[src/rtl/rv_seq_pkg.sv]
// Shared types for the multicycle load sequencer.
// Provides state and op-class encodings and the active level of the load strobes.
package rv_seq_pkg;

  typedef enum logic [3:0] {
    IDLE    = 4'd0,
    FETCH   = 4'd1,
    DECODE  = 4'd2,
    EXECUTE = 4'd3,
    MEM     = 4'd4,
    WB      = 4'd5,
    COMMIT  = 4'd6,
    HALT    = 4'd7,
    FAULT   = 4'd8
  } seq_state_t;

  typedef enum logic [2:0] {
    ALU_R   = 3'd0,
    ALU_I   = 3'd1,
    LOAD    = 3'd2,
    STORE   = 3'd3,
    BRANCH  = 3'd4,
    JAL     = 3'd5,
    SYSTEM  = 3'd6,
    ILLEGAL = 3'd7
  } op_class_t;

  localparam logic LD_ACTIVE = 1'b0;
  localparam logic LD_IDLE   = 1'b1;

endpackage

[src/rtl/load_sequencer_wait_timer.sv]
// Counts consecutive memory-wait cycles; o_tc flags the cycle that is the TIMEOUT_CYCLES-th wait.
// Zero-latency terminal count; i_clr (any state change) restarts the count.
module wait_timer #(
  parameter int TIMEOUT_CYCLES = 16
) (
  input  logic i_clk,
  input  logic i_reset,
  input  logic i_clr,
  input  logic i_en,
  output logic o_tc
);

  localparam logic [7:0] TC_VAL = 8'(TIMEOUT_CYCLES - 1);

  logic [7:0] r_cnt;

  always_ff @(posedge i_clk) begin
    if (i_reset || i_clr) begin
      r_cnt <= '0;
    end else if (i_en) begin
      r_cnt <= r_cnt + 8'd1;
    end
  end

  assign o_tc = i_en && (r_cnt == TC_VAL);

endmodule

[src/rtl/load_sequencer.sv]
// Multicycle fetch/decode/execute/mem/writeback sequencer driving active-low datapath load strobes.
// Strobes decode combinationally from the registered state; memory stalls hold FETCH/MEM until mem_rdy_i or timeout.
module load_sequencer
  import rv_seq_pkg::*;
#(
  parameter int TIMEOUT_CYCLES = 16
) (
  input  logic        clk_i,
  input  logic        reset_i,
  input  logic        run_i,
  input  logic [2:0]  op_class_i,
  input  logic        br_taken_i,
  input  logic        mem_rdy_i,
  output logic        mem_rd_o,
  output logic        mem_wr_o,
  output logic        pc_ld_o,
  output logic        ir_ld_o,
  output logic        mdr_ld_o,
  output logic        a_ld_o,
  output logic        b_ld_o,
  output logic        alu_ld_o,
  output logic        rf_wr_o,
  output logic        pc_sel_o,
  output logic [3:0]  state_o,
  output logic        halted_o,
  output logic        fault_o,
  output logic [31:0] instret_o
);

  seq_state_t r_state;
  seq_state_t w_state_nxt;
  op_class_t  w_op;
  logic       w_wait;
  logic       w_tc;
  logic       w_retire;
  logic [31:0] r_instret;

  assign w_op   = op_class_t'(op_class_i);
  assign w_wait = ((r_state == FETCH) || (r_state == MEM)) && !mem_rdy_i;

  wait_timer #(
    .TIMEOUT_CYCLES(TIMEOUT_CYCLES)
  ) u_wait_timer (
    .i_clk   (clk_i),
    .i_reset (reset_i),
    .i_clr   (w_state_nxt != r_state),
    .i_en    (w_wait),
    .o_tc    (w_tc)
  );

  always_ff @(posedge clk_i) begin
    if (reset_i) begin
      r_state   <= IDLE;
      r_instret <= '0;
    end else begin
      r_state <= w_state_nxt;
      if (w_retire) begin
        r_instret <= r_instret + 32'd1;
      end
    end
  end

  always_comb begin
    w_state_nxt = r_state;
    w_retire    = 1'b0;
    mem_rd_o    = 1'b0;
    mem_wr_o    = 1'b0;
    pc_ld_o     = LD_IDLE;
    ir_ld_o     = LD_IDLE;
    mdr_ld_o    = LD_IDLE;
    a_ld_o      = LD_IDLE;
    b_ld_o      = LD_IDLE;
    alu_ld_o    = LD_IDLE;
    rf_wr_o     = LD_IDLE;
    pc_sel_o    = 1'b0;
    case (r_state)
      IDLE: begin
        if (run_i) w_state_nxt = FETCH;
      end
      FETCH: begin
        mem_rd_o = 1'b1;
        if (mem_rdy_i) begin
          ir_ld_o     = LD_ACTIVE;
          w_state_nxt = DECODE;
        end else if (w_tc) begin
          w_state_nxt = FAULT;
        end
      end
      DECODE: begin
        a_ld_o = LD_ACTIVE;
        b_ld_o = LD_ACTIVE;
        case (w_op)
          SYSTEM:  w_state_nxt = HALT;
          ILLEGAL: w_state_nxt = FAULT;
          default: w_state_nxt = EXECUTE;
        endcase
      end
      EXECUTE: begin
        alu_ld_o = LD_ACTIVE;
        case (w_op)
          LOAD, STORE:       w_state_nxt = MEM;
          ALU_R, ALU_I, JAL: w_state_nxt = WB;
          BRANCH:            w_state_nxt = COMMIT;
          default:           w_state_nxt = FAULT;
        endcase
      end
      MEM: begin
        // Only LOAD/STORE can reach MEM; anything else means the IR changed underneath us.
        if (w_op == LOAD) begin
          mem_rd_o = 1'b1;
          if (mem_rdy_i) begin
            mdr_ld_o    = LD_ACTIVE;
            w_state_nxt = WB;
          end else if (w_tc) begin
            w_state_nxt = FAULT;
          end
        end else if (w_op == STORE) begin
          mem_wr_o = 1'b1;
          if (mem_rdy_i) begin
            w_state_nxt = COMMIT;
          end else if (w_tc) begin
            w_state_nxt = FAULT;
          end
        end else begin
          w_state_nxt = FAULT;
        end
      end
      WB: begin
        rf_wr_o     = LD_ACTIVE;
        w_state_nxt = COMMIT;
      end
      COMMIT: begin
        pc_ld_o     = LD_ACTIVE;
        pc_sel_o    = ((w_op == BRANCH) && br_taken_i) || (w_op == JAL);
        w_retire    = 1'b1;
        w_state_nxt = run_i ? FETCH : IDLE;
      end
      HALT:    w_state_nxt = HALT;
      FAULT:   w_state_nxt = FAULT;
      default: w_state_nxt = FAULT;
    endcase
  end

  assign state_o   = r_state;
  assign halted_o  = (r_state == HALT);
  assign fault_o   = (r_state == FAULT);
  assign instret_o = r_instret;

endmodule

[config.mk]
export PLATFORM = sky130hd
export DESIGN_NAME = load_sequencer
export DESIGN_NICKNAME = d
export VERILOG_FILES = /design/src/rtl/rv_seq_pkg.sv /design/src/rtl/load_sequencer_wait_timer.sv /design/src/rtl/load_sequencer.sv
export SDC_FILE = /design/constraint.sdc
export NUM_CORES = 1
export LEC_CHECK = 0
export BUFFER_PORTS_ARGS = -buffer_cell sky130_fd_sc_hd__buf_2
export CAP_MARGIN = 20
export CELL_PAD_IN_SITES_DETAIL_PLACEMENT = 1
export CELL_PAD_IN_SITES_GLOBAL_PLACEMENT = 2
export CORE_MARGIN = 2
export CORE_UTILIZATION = 28
export CTS_CLUSTER_SIZE = 8
export DETAILED_ROUTE_END_ITERATION = 6
export PLACE_DENSITY = 0.75
export SETUP_SLACK_MARGIN = 0.2
export SLEW_MARGIN = 20
export SYNTH_ARGS = -nofsm -noshare
export SYNTH_HDL_FRONTEND = slang
export SYNTH_HIERARCHICAL = 1
export SYNTH_SLANG_ARGS = --single-unit
[constraint.sdc]
create_clock -name clk_i -period 8.7 [get_ports clk_i]
set_input_delay 1.74 -clock clk_i [delete_from_list [all_inputs] [get_ports clk_i]]
set_output_delay 1.74 -clock clk_i [all_outputs]
set_load 0.005 [all_outputs]
==> results of run 1 <==
==> sequential cells by signal (all words and copies together), names as in the netlist <==
signal / cells
instret_o: 32
state_o: 4
u_wait_timer/r_cnt: 8
==> cell type report <==
class / count / area [um2] / share of cell area, %
Multi-Input combinational cell: 222 / 1400 / 49.0
Sequential cell: 44 / 881 / 30.9
Timing Repair Buffer: 56 / 283 / 9.92
Tap cell: 105 / 131 / 4.61
Clock buffer: 6 / 82.6 / 2.90
Clock inverter: 2 / 38.8 / 1.36
Inverter: 9 / 36.3 / 1.27
==> how the worst min path moves through the flow <==
stage,end,slack [ns],depth (start not counted)
floorplan,u_wait_timer/r_cnt[6],0.47,2
global placement,u_wait_timer/r_cnt[6],0.48,2
detailed placement,u_wait_timer/r_cnt[6],0.50,2
CTS,u_wait_timer/r_cnt[6],0.51,2
global route,instret_o[1],0.55,2
finish,u_wait_timer/r_cnt[6],0.50,2
==> worst min-delay path: stages (launching register included) <==
cell and delay [ns]:
dfxtp_1 0.33, o21ai_0 0.07, a21oi_1 0.06
==> layer usage <==
layer  vias up  global-route usage, %  wire length (um)
li1       1102                      -                 -
met1      1058                   18.2              2970
met2        38                   23.1              2860
met3         5                   2.64               223
met4         0                   3.52                56
met5         -                      0                 0
==> through the flow <==
step / instance area, um2 / std cells / utilization (%) / total power [mW]
floorplan: 2390 / 291 / - / 0.236
global placement: 2730 / 436 / 33.0 / 0.245
detailed placement: 2730 / 436 / 33.0 / 0.245
CTS: 2850 / 444 / 34.5 / 0.417
global route: 2850 / 444 / 34.5 / 0.429
finish: 2850 / 444 / 34.5 / 0.409
==> cells by family (layout without fill, tap and decap cells) <==
kind of cell / count (synthesis) / in the layout / share of synthesized area, %
and+or+nand+nor: 153 / 153 / 35.0
adders and majority gates: 2 / 2 / 1.04
buffers and inverters: 25 / 73 / 4.86
xor gates and xnor gates: 29 / 29 / 10.6
AOI/OAI and AO/OA: 32 / 32 / 8.99
muxes: 6 / 6 / 2.72
DFF: 44 / 44 / 36.8
==> report_power, final <==
part | switching [mW] | leakage, nW | internal (mW)
combinational | 0.0183 | 0.736 | 0.0138
clock | 0.0752 | 0.0614 | 0.0940
sequential | 0.00532 | 0.355 | 0.203
total | 0.0988 | 1.15 | 0.310
==> placed cells by master (no fill, tap or decap), types with 3 or more instances in the layout <==
| cell | Yosys | routed |
|---|---|---|
| or3_1 | 5 | 5 |
| nand3_1 | 7 | 7 |
| dfxtp_1 | 44 | 44 |
| nor2b_1 | 7 | 7 |
| inv_1 | 8 | 8 |
| nor3_1 | 9 | 9 |
| buf_2 | 1 | 55 |
| nor2_1 | 43 | 43 |
| and3_1 | 6 | 6 |
| xor2_1 | 10 | 10 |
| xnor2_1 | 19 | 19 |
| nor4_1 | 11 | 11 |
| a21oi_1 | 6 | 6 |
| o21ai_0 | 8 | 8 |
| nand2b_1 | 10 | 10 |
| clkbuf_8 | 0 | 6 |
| mux2_1 | 3 | 3 |
| nor3b_1 | 4 | 4 |
| nand4_1 | 9 | 9 |
| nand2_1 | 22 | 22 |
| and4_1 | 5 | 5 |
==> results.sh, run 1 <==
export IMPL_status="finished, final reports clean"
export IMPL_yosysUniqueCellTypes=51
export IMPL_yosys_warnings=6
export IMPL_period_needed_ns=4.56
export IMPL_gr_total_overflow=0
export IMPL_crit_type="input port to output port"
export IMPL_core_region_area_mm2=0.00826
export IMPL_portBuffers=55
export IMPL_dp_hpwl_um=4440
export IMPL_p_leak_nw=1.15
export IMPL_reg2reg_depth=12
export IMPL_ys_seq_area_share_pct=36.8
export IMPL_io_pins=56
export IMPL_clkLatencyLatePin_ns=0.30
export IMPL_grt_pass1_vias=2109
export IMPL_layout_drive_gt1_share_pct=22.1
export IMPL_min_delay_start="u_wait_timer/r_cnt[6]"
export IMPL_areaGrowthSynthToFinish_pct=19.0
export IMPL_ctsHoldBuffers=0
export IMPL_fin_tns_setup_ns=0
export IMPL_crit_family="simple AND/OR/NAND/NOR gates"
export IMPL_clock_sinks=44
export IMPL_worst_setup_path_endpoint="mem_rd_o"
export IMPL_cts_max_level=2
export IMPL_synth_top_cell_area_share_pct=36.8
export IMPL_max_slew_margin_pct=45.0
export IMPL_avgRoutedWirePerCell_um=13.8
export IMPL_fmax_mhz=219
export IMPL_syn_nets=301
export IMPL_startpoint_type="input port"
export IMPL_clockRootBuffer="clkbuf_8"
export IMPL_hold_ws_ns=0.502
export IMPL_final_max_slew_viol_count=0
export IMPL_synth_top_area_cell="dfxtp_1"
export IMPL_synthArstFlopShare_pct=0
export IMPL_timing_final_hold_violations=0
export IMPL_grt_max_degree=46
export IMPL_die_area_mm2=0.00931
export IMPL_synth_most_common_cell="dfxtp_1"
export IMPL_ctsResizeCount=0
export IMPL_cp_cell_sequence="buf_2 > nor3b_1 > nand3b_1 > a211oi_1 > buf_2"
export IMPL_synth_area_mm2=0.00239
export IMPL_regToRegStartpoint="state_o[0]"
export IMPL_fin_nets=348
export IMPL_diodes=0
export IMPL_arrival_ns=2.82
export IMPL_crit_start="op_class_i[2]"
export IMPL_rsz0062_at_grt="no"
export IMPL_place_gp_congestion=0.713
export IMPL_slowest_stage="nor3b_1"
export IMPL_grt_pass1_wl_um=10100
export IMPL_cp_common_cell="buf_2"
export IMPL_firstDrtPassIters=4
export IMPL_wirelength_um=6110
export IMPL_crit_cells=5
export IMPL_ys_ff_latch=44
export IMPL_synth_edf_count=0
export IMPL_cts_tree="built"
export IMPL_clk_pin_slew_worst_paths_ns=0.08
export IMPL_dieWidth_um=96.5
export IMPL_die_h_um=96.5
export IMPL_crit_required_ns=6.96
export IMPL_cp_end_kind="output port"
export IMPL_clock_skew_ns=0.0114
export IMPL_vias=2203
export IMPL_cts_setup_buffers=0
export IMPL_max_stage_delay_ns=0.38
export IMPL_ys_flop_type="dfxtp_1"
export IMPL_drc=0
export IMPL_initial_core_util_pct=29.0
export IMPL_hp_class="flop to flop"
export IMPL_grt_usage_pct=13.8
export IMPL_ant_nets=0
export IMPL_antenna_found_initial=0
export IMPL_vdd_drop_max_v=0.0000568
export IMPL_clock_path_buffers=2
export IMPL_power_per_cell_area_mw_per_mm2=144
export IMPL_max_cap_viol_count=0
export IMPL_path_buf_inv=2
export IMPL_cp_max_fo=9
export IMPL_worstMarginPinSlew_ns=0.825
export IMPL_numCtsBuffers=5
export IMPL_ys_top_cells_by_area="dfxtp_1 37%, xnor2_1 6.9%, nor2_1 6.7%"
export IMPL_yosys_top_cells_count="44 x dfxtp_1, 43 x nor2_1, 22 x nand2_1"
export IMPL_avgSynthCellArea_um2=8.23
export IMPL_rows=33
export IMPL_vias_per_cell=4.96
export IMPL_synth_cells=291
export IMPL_finalSetupViolations=0
export IMPL_drt_iter0_drc=65
export IMPL_fin_crit_sh_pct=52.4
export IMPL_dp_slack_ns=4.16
export IMPL_fin_ws_ns=4.14
export IMPL_fill_cells=1022
export IMPL_rrSetupSlack_ns=5.55
export IMPL_regToRegEndpoint="u_wait_timer/r_cnt[6]"
(Power assumes the default switching activity.)
==> run 2: changes to the inputs <==
ABC_AREA = 1   (was default)
PLACE_DENSITY = 0.8   (was 0.75)
clock period = 4.4 ns   (was 8.7 ns; I/O delays follow)
==> run 2 against run 1 <==
  * Global-route usage rose by 2.3 points
  * Critical path depth rose by 18
  * Sequential power rose by 97%
  * Highest routed layer unchanged
==> results.sh, run 2 <==
export IMPL_firstDrtPassIters=4
export IMPL_ys_flop_type="dfxtp_1"
export IMPL_ys_seq_area_share_pct=32.1
export IMPL_fill_cells=1330
export IMPL_avgRoutedWirePerCell_um=12.8
export IMPL_drc=0
export IMPL_ant_nets=0
export IMPL_synthArstFlopShare_pct=0
export IMPL_dp_slack_ns=0.767
export IMPL_final_common_cell="nand2_1"
export IMPL_worstMarginPinSlew_ns=0.509
export IMPL_synth_cells=443
export IMPL_regToRegStartpoint="state_o[0]"
export IMPL_finalSetupViolations=0
export IMPL_synth_area_mm2=0.00274
export IMPL_avgSynthCellArea_um2=6.19
export IMPL_period_needed_ns=3.64
export IMPL_wirelength_um=8110
export IMPL_grt_usage_pct=16.0
export IMPL_cts_setup_buffers=0
export IMPL_grt_max_degree=26
export IMPL_p_switching_uw=205
export IMPL_clock_skew_ns=0.00939
export IMPL_cts_max_level=2
export IMPL_ctsHoldBuffers=0
export IMPL_synth_most_common_cell="nand2_1"
export IMPL_crit_type="flop to flop"
export IMPL_synth_top_cell_area_share_pct=32.1
export IMPL_hp_class="flop to flop"
export IMPL_instances_no_fill=632
export IMPL_switching_share_pct=27.6
export IMPL_cp_end_kind="flop"
export IMPL_max_cap_viol_count=0
export IMPL_grt_pass1_vias=2932
export IMPL_die_area_mm2=0.0106
export IMPL_largest_reg_flops=32
export IMPL_drt_iter0_drc=93
export IMPL_rows=36
export IMPL_crit_required_ns=4.63
export IMPL_yosysUniqueCellTypes=31
export IMPL_vias=2948
export IMPL_synth_edf_count=0
export IMPL_p_leak_nw=1.41
export IMPL_ys_ff_latch=44
export IMPL_layout_drive_gt1_share_pct=16.6
export IMPL_grt_pass1_wl_um=13500
export IMPL_fmax_mhz=274
export IMPL_clock_sinks=44
export IMPL_fin_nets=509
export IMPL_startpoint_type="flop"
export IMPL_clockPowerShare_pct=34.1
export IMPL_fin_ws_ns=0.757
export IMPL_io_pins=56
export IMPL_syn_nets=453
export IMPL_arrival_ns=3.88
export IMPL_yosys_warnings=6
export IMPL_areaGrowthSynthToFinish_pct=18.0
export IMPL_dieWidth_um=103
export IMPL_dp_hpwl_um=6470
export IMPL_dp_cells=625
export IMPL_reg2reg_depth=23
export IMPL_rsz0062_at_grt="no"
export IMPL_cts_tree="built"
export IMPL_die_h_um=103
export IMPL_clk_pin_slew_worst_paths_ns=0.08
export IMPL_place_gp_congestion=0.883
export IMPL_final_max_slew_viol_count=0
export IMPL_timing_final_hold_violations=0
export IMPL_synth_top_area_cell="dfxtp_1"
export IMPL_regToRegEndpoint="u_wait_timer/r_cnt[4]"
export IMPL_clock_path_buffers=2
export IMPL_ys_top_cells_by_area="dfxtp_1 32%, nand2_1 18%, nor2_1 12%"
export IMPL_min_to="u_wait_timer/r_cnt[3]"
export IMPL_gr_total_overflow=0
export IMPL_numCtsBuffers=5
export IMPL_vdd_drop_max_v=0.000103
export IMPL_power_per_cell_area_mw_per_mm2=229
export IMPL_p_int_uw=536
export IMPL_mostFrequentLayoutCells="129 x nand2_1, 88 x nor2_1, 55 x buf_2, 48 x inv_1, 44 x dfxtp_1"
export IMPL_seqPwrFrac_pct=55.2
export IMPL_clockRootBuffer="clkbuf_8"
export IMPL_portBuffers=55
export IMPL_yosys_top_cells_count="129 x nand2_1, 88 x nor2_1, 48 x inv_1"
export IMPL_p_comb_share_pct=10.7
export IMPL_hold_ws_ns=0.493
export IMPL_diodes=0
export IMPL_clkLatencyLatePin_ns=0.30
export IMPL_vias_per_cell=4.66
export IMPL_fin_crit_sh_pct=82.8
export IMPL_antenna_found_initial=0
export IMPL_min_path_cells=1
export IMPL_core_region_area_mm2=0.00964
export IMPL_fin_tns_setup_ns=0
export IMPL_ctsResizeCount=0
export IMPL_rrSetupSlack_ns=0.76
export IMPL_min_delay_start="u_wait_timer/r_cnt[3]"
export IMPL_status="finished, final reports clean"
export IMPL_initial_core_util_pct=28.5
export IMPL_cp_max_fo=9
export IMPL_max_slew_margin_pct=66.1
run 2: kinds of logic after synthesis:
family | share of synthesized area (%)
compound gates | 7.84
xor+xnor | 2.87
fa+ha+maj | 0.912
buf+inv | 8.34
flops | 32.1
simple gates | 47.9
run 2: routing by layer:
metal | wire, um | track usage (%) | vias up
met4 | 55 | 3.04 | 0
met5 | 0 | 0 | -
met2 | 3990 | 29.3 | 48
li1 | - | - | 1510
met3 | 272 | 2.85 | 4
met1 | 3790 | 19.7 | 1386
run 2: area by class of cell:
| cell class | instances | area [um2] | area share, % |
|---|---|---|---|
| inverters | 52 | 195 | 6.03 |
| clock inverters | 1 | 5.00 | 0.155 |
| clock buffers | 6 | 72.6 | 2.24 |
| repair buffers | 56 | 283 | 8.74 |
| well taps | 133 | 166 | 5.14 |
| multi-input cells | 340 | 1630 | 50.5 |
| flip-flops and latches | 44 | 881 | 27.2 |
run 2: critical path: stages, from the launching register on:
cell	delay, ns
dfxtp_1	0.59
nand2_1	0.10
nor2_1	0.26
inv_1	0.12
a21oi_1	0.14
buf_4	0.16
inv_1	0.05
nor3_1	0.12
nand3_1	0.09
nor3_1	0.35
inv_1	0.12
nand2_1	0.08
nor2_1	0.04
nand2_1	0.06
nand2_1	0.04
nor2_1	0.17
nand2_1	0.08
nand2_1	0.06
nand2_1	0.05
nor2_1	0.10
nand2_1	0.06
nor2_1	0.41
o21ai_0	0.20
a21oi_1	0.14
run 2: how the worst max path moves through the flow:
stage                     from               endpoint  cells after the start
finish              state_o[0]  u_wait_timer/r_cnt[4]                     23
global placement     mem_rdy_i  u_wait_timer/r_cnt[4]                     21
global route        state_o[0]  u_wait_timer/r_cnt[0]                     23
CTS                 state_o[0]  u_wait_timer/r_cnt[0]                     23
floorplan           state_o[0]  u_wait_timer/r_cnt[0]                     23
detailed placement  state_o[0]  u_wait_timer/r_cnt[0]                     23
run 2: through the flow:
step | util [%] | power [mW] | instance area, um2
after floorplan | - | 0.472 | 2740
after global placement | 32.8 | 0.496 | 3160
after detailed placement | 32.8 | 0.498 | 3160
after CTS | 33.6 | 0.755 | 3240
after global routing | 33.6 | 0.784 | 3240
final | 33.6 | 0.741 | 3240
run 2: power groups by stage:
stage / sequential (mW) / combinational (mW) / clock [mW]
after global routing: 0.410 / 0.0917 / 0.282
after floorplan: 0.414 / 0.0575 / 0
final: 0.409 / 0.0795 / 0.253
after CTS: 0.409 / 0.0806 / 0.266
after detailed placement: 0.418 / 0.0803 / 0
after global placement: 0.418 / 0.0789 / 0
